==> config.mk <==
export PLATFORM = sky130hd
export DESIGN_NAME = pc_gen
export DESIGN_NICKNAME = d
export VERILOG_FILES = /design/src/rtl/pc_gen.sv
export SDC_FILE = /design/constraint.sdc
export NUM_CORES = 1
export LEC_CHECK = 0
export CAP_MARGIN = 20
export CORE_UTILIZATION = 48
export CTS_CLUSTER_SIZE = 40
export DETAILED_ROUTE_END_ITERATION = 10
export PLACE_DENSITY = 0.75
export SYNTH_ARGS = -nofsm -noshare
export SYNTH_HDL_FRONTEND = slang
export SYNTH_SLANG_ARGS = --single-unit
==> constraint.sdc <==
create_clock -name clk -period 2.55 [get_ports clk]
set_input_delay 0.51 -clock clk [delete_from_list [all_inputs] [get_ports clk]]
set_output_delay 0.51 -clock clk [all_outputs]
set_load 0.05 [all_outputs]
==> src/rtl/pc_gen.sv <==
// Program counter generator: boot cycle, sequential increment, stall hold,
// redirect buffering during stall, and misaligned-target rejection.
module pc_gen #(
  parameter int                 XLEN         = 32,
  parameter logic [XLEN-1:0]    RESET_VECTOR = '0,
  parameter int                 INC          = 4,
  parameter int                 ALIGN_BITS   = 2
) (
  input  logic            clk,
  input  logic            rst,
  input  logic            stall,
  input  logic            redirect_valid,
  input  logic [XLEN-1:0] redirect_target,
  output logic [XLEN-1:0] pc_out,
  output logic [XLEN-1:0] pc_plus_inc,
  output logic            pc_valid,
  output logic            misalign_err,
  output logic            redirect_pending
);

  // Mask form keeps ALIGN_BITS=0 legal (no zero-width slice).
  localparam logic [XLEN-1:0] INC_V      = XLEN'(INC);
  localparam logic [XLEN-1:0] ALIGN_MASK = XLEN'((64'd1 << ALIGN_BITS) - 64'd1);

  typedef enum logic [1:0] {BOOT, RUN, HOLD} state_t;

  state_t          state_q, state_d;
  logic [XLEN-1:0] pc_q, pc_d;
  logic [XLEN-1:0] pend_q, pend_d;
  logic            err_q;

  logic aligned, active, accept, reject;

  // Redirects only count once out of BOOT; alignment decides accept vs reject.
  assign aligned = (redirect_target & ALIGN_MASK) == '0;
  assign active  = (state_q != BOOT);
  assign accept  = active && redirect_valid && aligned;
  assign reject  = active && redirect_valid && !aligned;

  // Next-state / next-PC selection.
  always_comb begin
    state_d = state_q;
    pc_d    = pc_q;
    pend_d  = pend_q;
    case (state_q)
      BOOT: state_d = RUN;
      RUN: begin
        if (!stall) begin
          pc_d = accept ? redirect_target : pc_q + INC_V;
        end else if (accept) begin
          pend_d  = redirect_target;
          state_d = HOLD;
        end
      end
      HOLD: begin
        if (stall) begin
          // Latest accepted redirect replaces the buffered one.
          if (accept) pend_d = redirect_target;
        end else begin
          // A fresh redirect in the release cycle beats the buffered one.
          pc_d    = accept ? redirect_target : pend_q;
          state_d = RUN;
        end
      end
      default: state_d = BOOT;
    endcase
  end

  // State, PC, pending target and error pulse registers.
  always_ff @(posedge clk or negedge rst) begin
    if (!rst) begin
      state_q <= BOOT;
      pc_q    <= RESET_VECTOR;
      pend_q  <= '0;
      err_q   <= 1'b0;
    end else begin
      state_q <= state_d;
      pc_q    <= pc_d;
      pend_q  <= pend_d;
      err_q   <= reject;
    end
  end

  assign pc_out           = pc_q;
  assign pc_plus_inc      = pc_q + INC_V;
  assign pc_valid         = active;
  assign misalign_err     = err_q;
  assign redirect_pending = (state_q == HOLD);

endmodule

==> reports/metrics.cfg <==
[run_status]
status = complete, but fails checks
violations = setup timing

[logic_synthesis]
synth_ff_type = dfrtp_1
async_flop_share = 1.00
synth.largest_area_cell = dfrtp_1
yosysSeqAreaShare = 0.394
synthesis.nets = 507
synth-seq-cells = 67
synth_cell_types = 58
syn_inst = 467
yosys-top-cells-count = dfrtp_1 (67), nand2_1 (61), mux2i_1 (29), inv_1 (25)
synth_top_cell_area_share = 0.394
synth_edf_count = 0
synthTopCellsByArea = dfrtp_1 (39%), mux2i_1 (6.8%), nand2_1 (5.4%)
syn_area_mm2 = 0.00426
synth.avg_cell_area_um2 = 9.11
yosysMostFrequentCell = dfrtp_1
yosys_warnings = 0

[power]
p_total_uw = 7650
leakage_uw = 0.00294
vdd_drop_max_v = 0.00115
p_per_area_mw_per_mm2 = 1140

[setup_path]
critPathMaxFanout = 5
r2r_end = pc_out[1]
critPathCaptureType = output port
critPathKind = flop to output port
setup.worst_path.start_class = flop
critPathArrivalTime_ps = 2270
r2r_setup_slack_ps = 160
rr_worst_depth = 7
timing.rr.start = state_q[0]
required_ps = 2040

[clock_network]
clk_latency_ps = 350
clockBufferDepth = 2
cts_max_level = 3
clk_transition_reported_paths_ps = 80
cts_tree = yes
numCtsBuffers = 9
clock-root-buffer = clkbuf_8
postCtsHoldBufs = 0
clock_sinks = 67

[global_routing]
grt_max_degree = 47
antenna_found_initial = 0
grt_pass1_vias = 4376
grt_use_total = 0.323
grt_pass1_wl_um = 22300
grt.overflow.total = 0

[timing]
period_needed_ps = 2780
slew_viol_final = 0
maxSlewHeadroom = 0.551
fin_crit_sh = 1.09
setup_slack_ps = -229
setup_viol = 11
rsz0062_at_grt = true
worst-slew-pin-transition_ps = 672
max_freq_mhz = 360
tns_ps = -1470
hold_viol = 0
skew_ps = 11.5

[routing]
wl_per_cell_um = 19.8
drc = 0
vias = 4481
viasPerCell = 6.13
first_pass_iters = 5
antenna_left = 0
drt_iter0_drc = 270
drt_wl_total_um = 14500

[cells_and_area]
drive_gt1_frac = 0.332
fin_util = 0.802
antenna_cells = 0
nNetsFinal = 661
area_delta_synth_final_pct = 57.9

[floorplan]
dieArea_mm2 = 0.00925
rows = 33
die_y_um = 96.2
die_w_um = 96.2
core_area_mm2 = 0.00838
start_util = 0.508
pin_count = 103

[place]
place_ws_ps = -11.4
dpl.hpwl_um = 9930
portBuffers = 102
place.gp.congestion = 0.881

[hold_path]
hold_class = primary input to async pin

[run]
cap_violations = 0

==> per-stage QoR <==
step                instance area [um2]  hold WS (ps)  std cells
finish                             6720           148        731
detailed placement                 6240           470        694
global placement                   6240           462        694
floorplan                          4590           214        467
global route                       6720           184        731
CTS                                6560           151        723
==> flip-flops by register name, indices dropped and copies added (netlist names) <==
register,count
misalign_err,1
state_q,2
pend_q,32
pc_out,32
==> critical path: stages, from the launching register on <==
cell and delay [ps]:
dfrtp_2 380, nand4_1 170, or4_4 640, or3_4 430, xnor2_4 160, buf_12 150
==> logic make-up (layout without fill, tap and decap cells) <==
group / Yosys count / in the layout / synth area share
flops: 67 / 67 / 0.394
compound gates: 96 / 96 / 0.158
xor+xnor: 26 / 26 / 0.0535
buf+inv: 62 / 220 / 0.0603
fa+ha+maj: 4 / 4 / 0.0118
simple gates: 165 / 166 / 0.207
mux: 47 / 47 / 0.116
==> cell usage in the layout, fill, tap and decap left out, drive strengths merged, types with 2 or more instances in the layout <==
cell type      Yosys  final
clkinv             1      6
nand2             61     61
o211ai             9      9
or3                6      6
nor3               8      8
and2               7      7
clkbuf            25     10
or4                7      8
mux2              18     18
o311ai            11     11
a32o               2      2
a211oi             2      2
a21oi             12     12
o21ai             25     25
xor2               9      9
a311oi             2      2
ha                 4      4
clkdlybuf4s50      0     72
nor2              11     11
dfrtp             67     67
a21o               5      5
mux2i             29     29
nand2b             2      2
o2bb2ai            5      5
nor4               4      4
o211a              2      2
nor2b              2      2
a31oi              4      4
a221oi             3      3
o22ai              3      3
buf               11    105
xnor2             17     17
nand3             23     23
nand4             18     18
and3              10     10
inv               25     25
o31a               3      3
and4               4      4
==> layer usage <==
layer  share of wire  GRT usage  wire [um]  vias to the layer above
li1                -          -          -                     2004
met1            0.40      0.420       5760                     2193
met2            0.50      0.540       7280                      244
met3           0.072     0.0427       1050                       40
met4           0.027      0.137        386                        0
met5               0          0          0                        -
==> layout make-up <==
| type | instances | area [um2] |
|---|---|---|
| Multi-Input combinational cell | 339 | 2790 |
| Tap cell | 105 | 131 |
| Timing Repair Buffer | 178 | 1840 |
| Sequential cell | 67 | 1700 |
| Fill cell | 558 | 1660 |
| Clock inverter | 6 | 32.5 |
| Clock buffer | 10 | 128 |
| Inverter | 26 | 97.6 |
==> how the worst max path moves through the flow <==
| stage | startpoint | to | slack (ps) | depth (start not counted) |
|---|---|---|---|---|
| final | pc_out[16] | pc_plus_inc[25] | -230 | 5 |
| after global routing | pc_out[16] | pc_plus_inc[25] | -270 | 5 |
| after CTS | pc_out[16] | pc_plus_inc[30] | -200 | 5 |
| after detailed placement | redirect_valid | pc_out[1] | -10 | 6 |
| after global placement | redirect_valid | pc_out[1] | 30 | 6 |
| after floorplan | pc_out[8] | pc_plus_inc[30] | -110 | 5 |
==> where the power goes <==
group / switching [uW] / internal [uW]
clock: 422 / 344
sequential: 392 / 1500
combinational: 2980 / 2010
total: 3790 / 3860
==> what timing repair did <==
action | in CTS | in global routing
endpoints found under the hold margin | 0 | 0
cloned | 2 | 0
setup buffers | 11 | 9
resized for setup | 21 | 19
endpoints found under the setup margin | 18 | 17
pin swaps | 7 | 16
(Power assumes the default switching activity.)
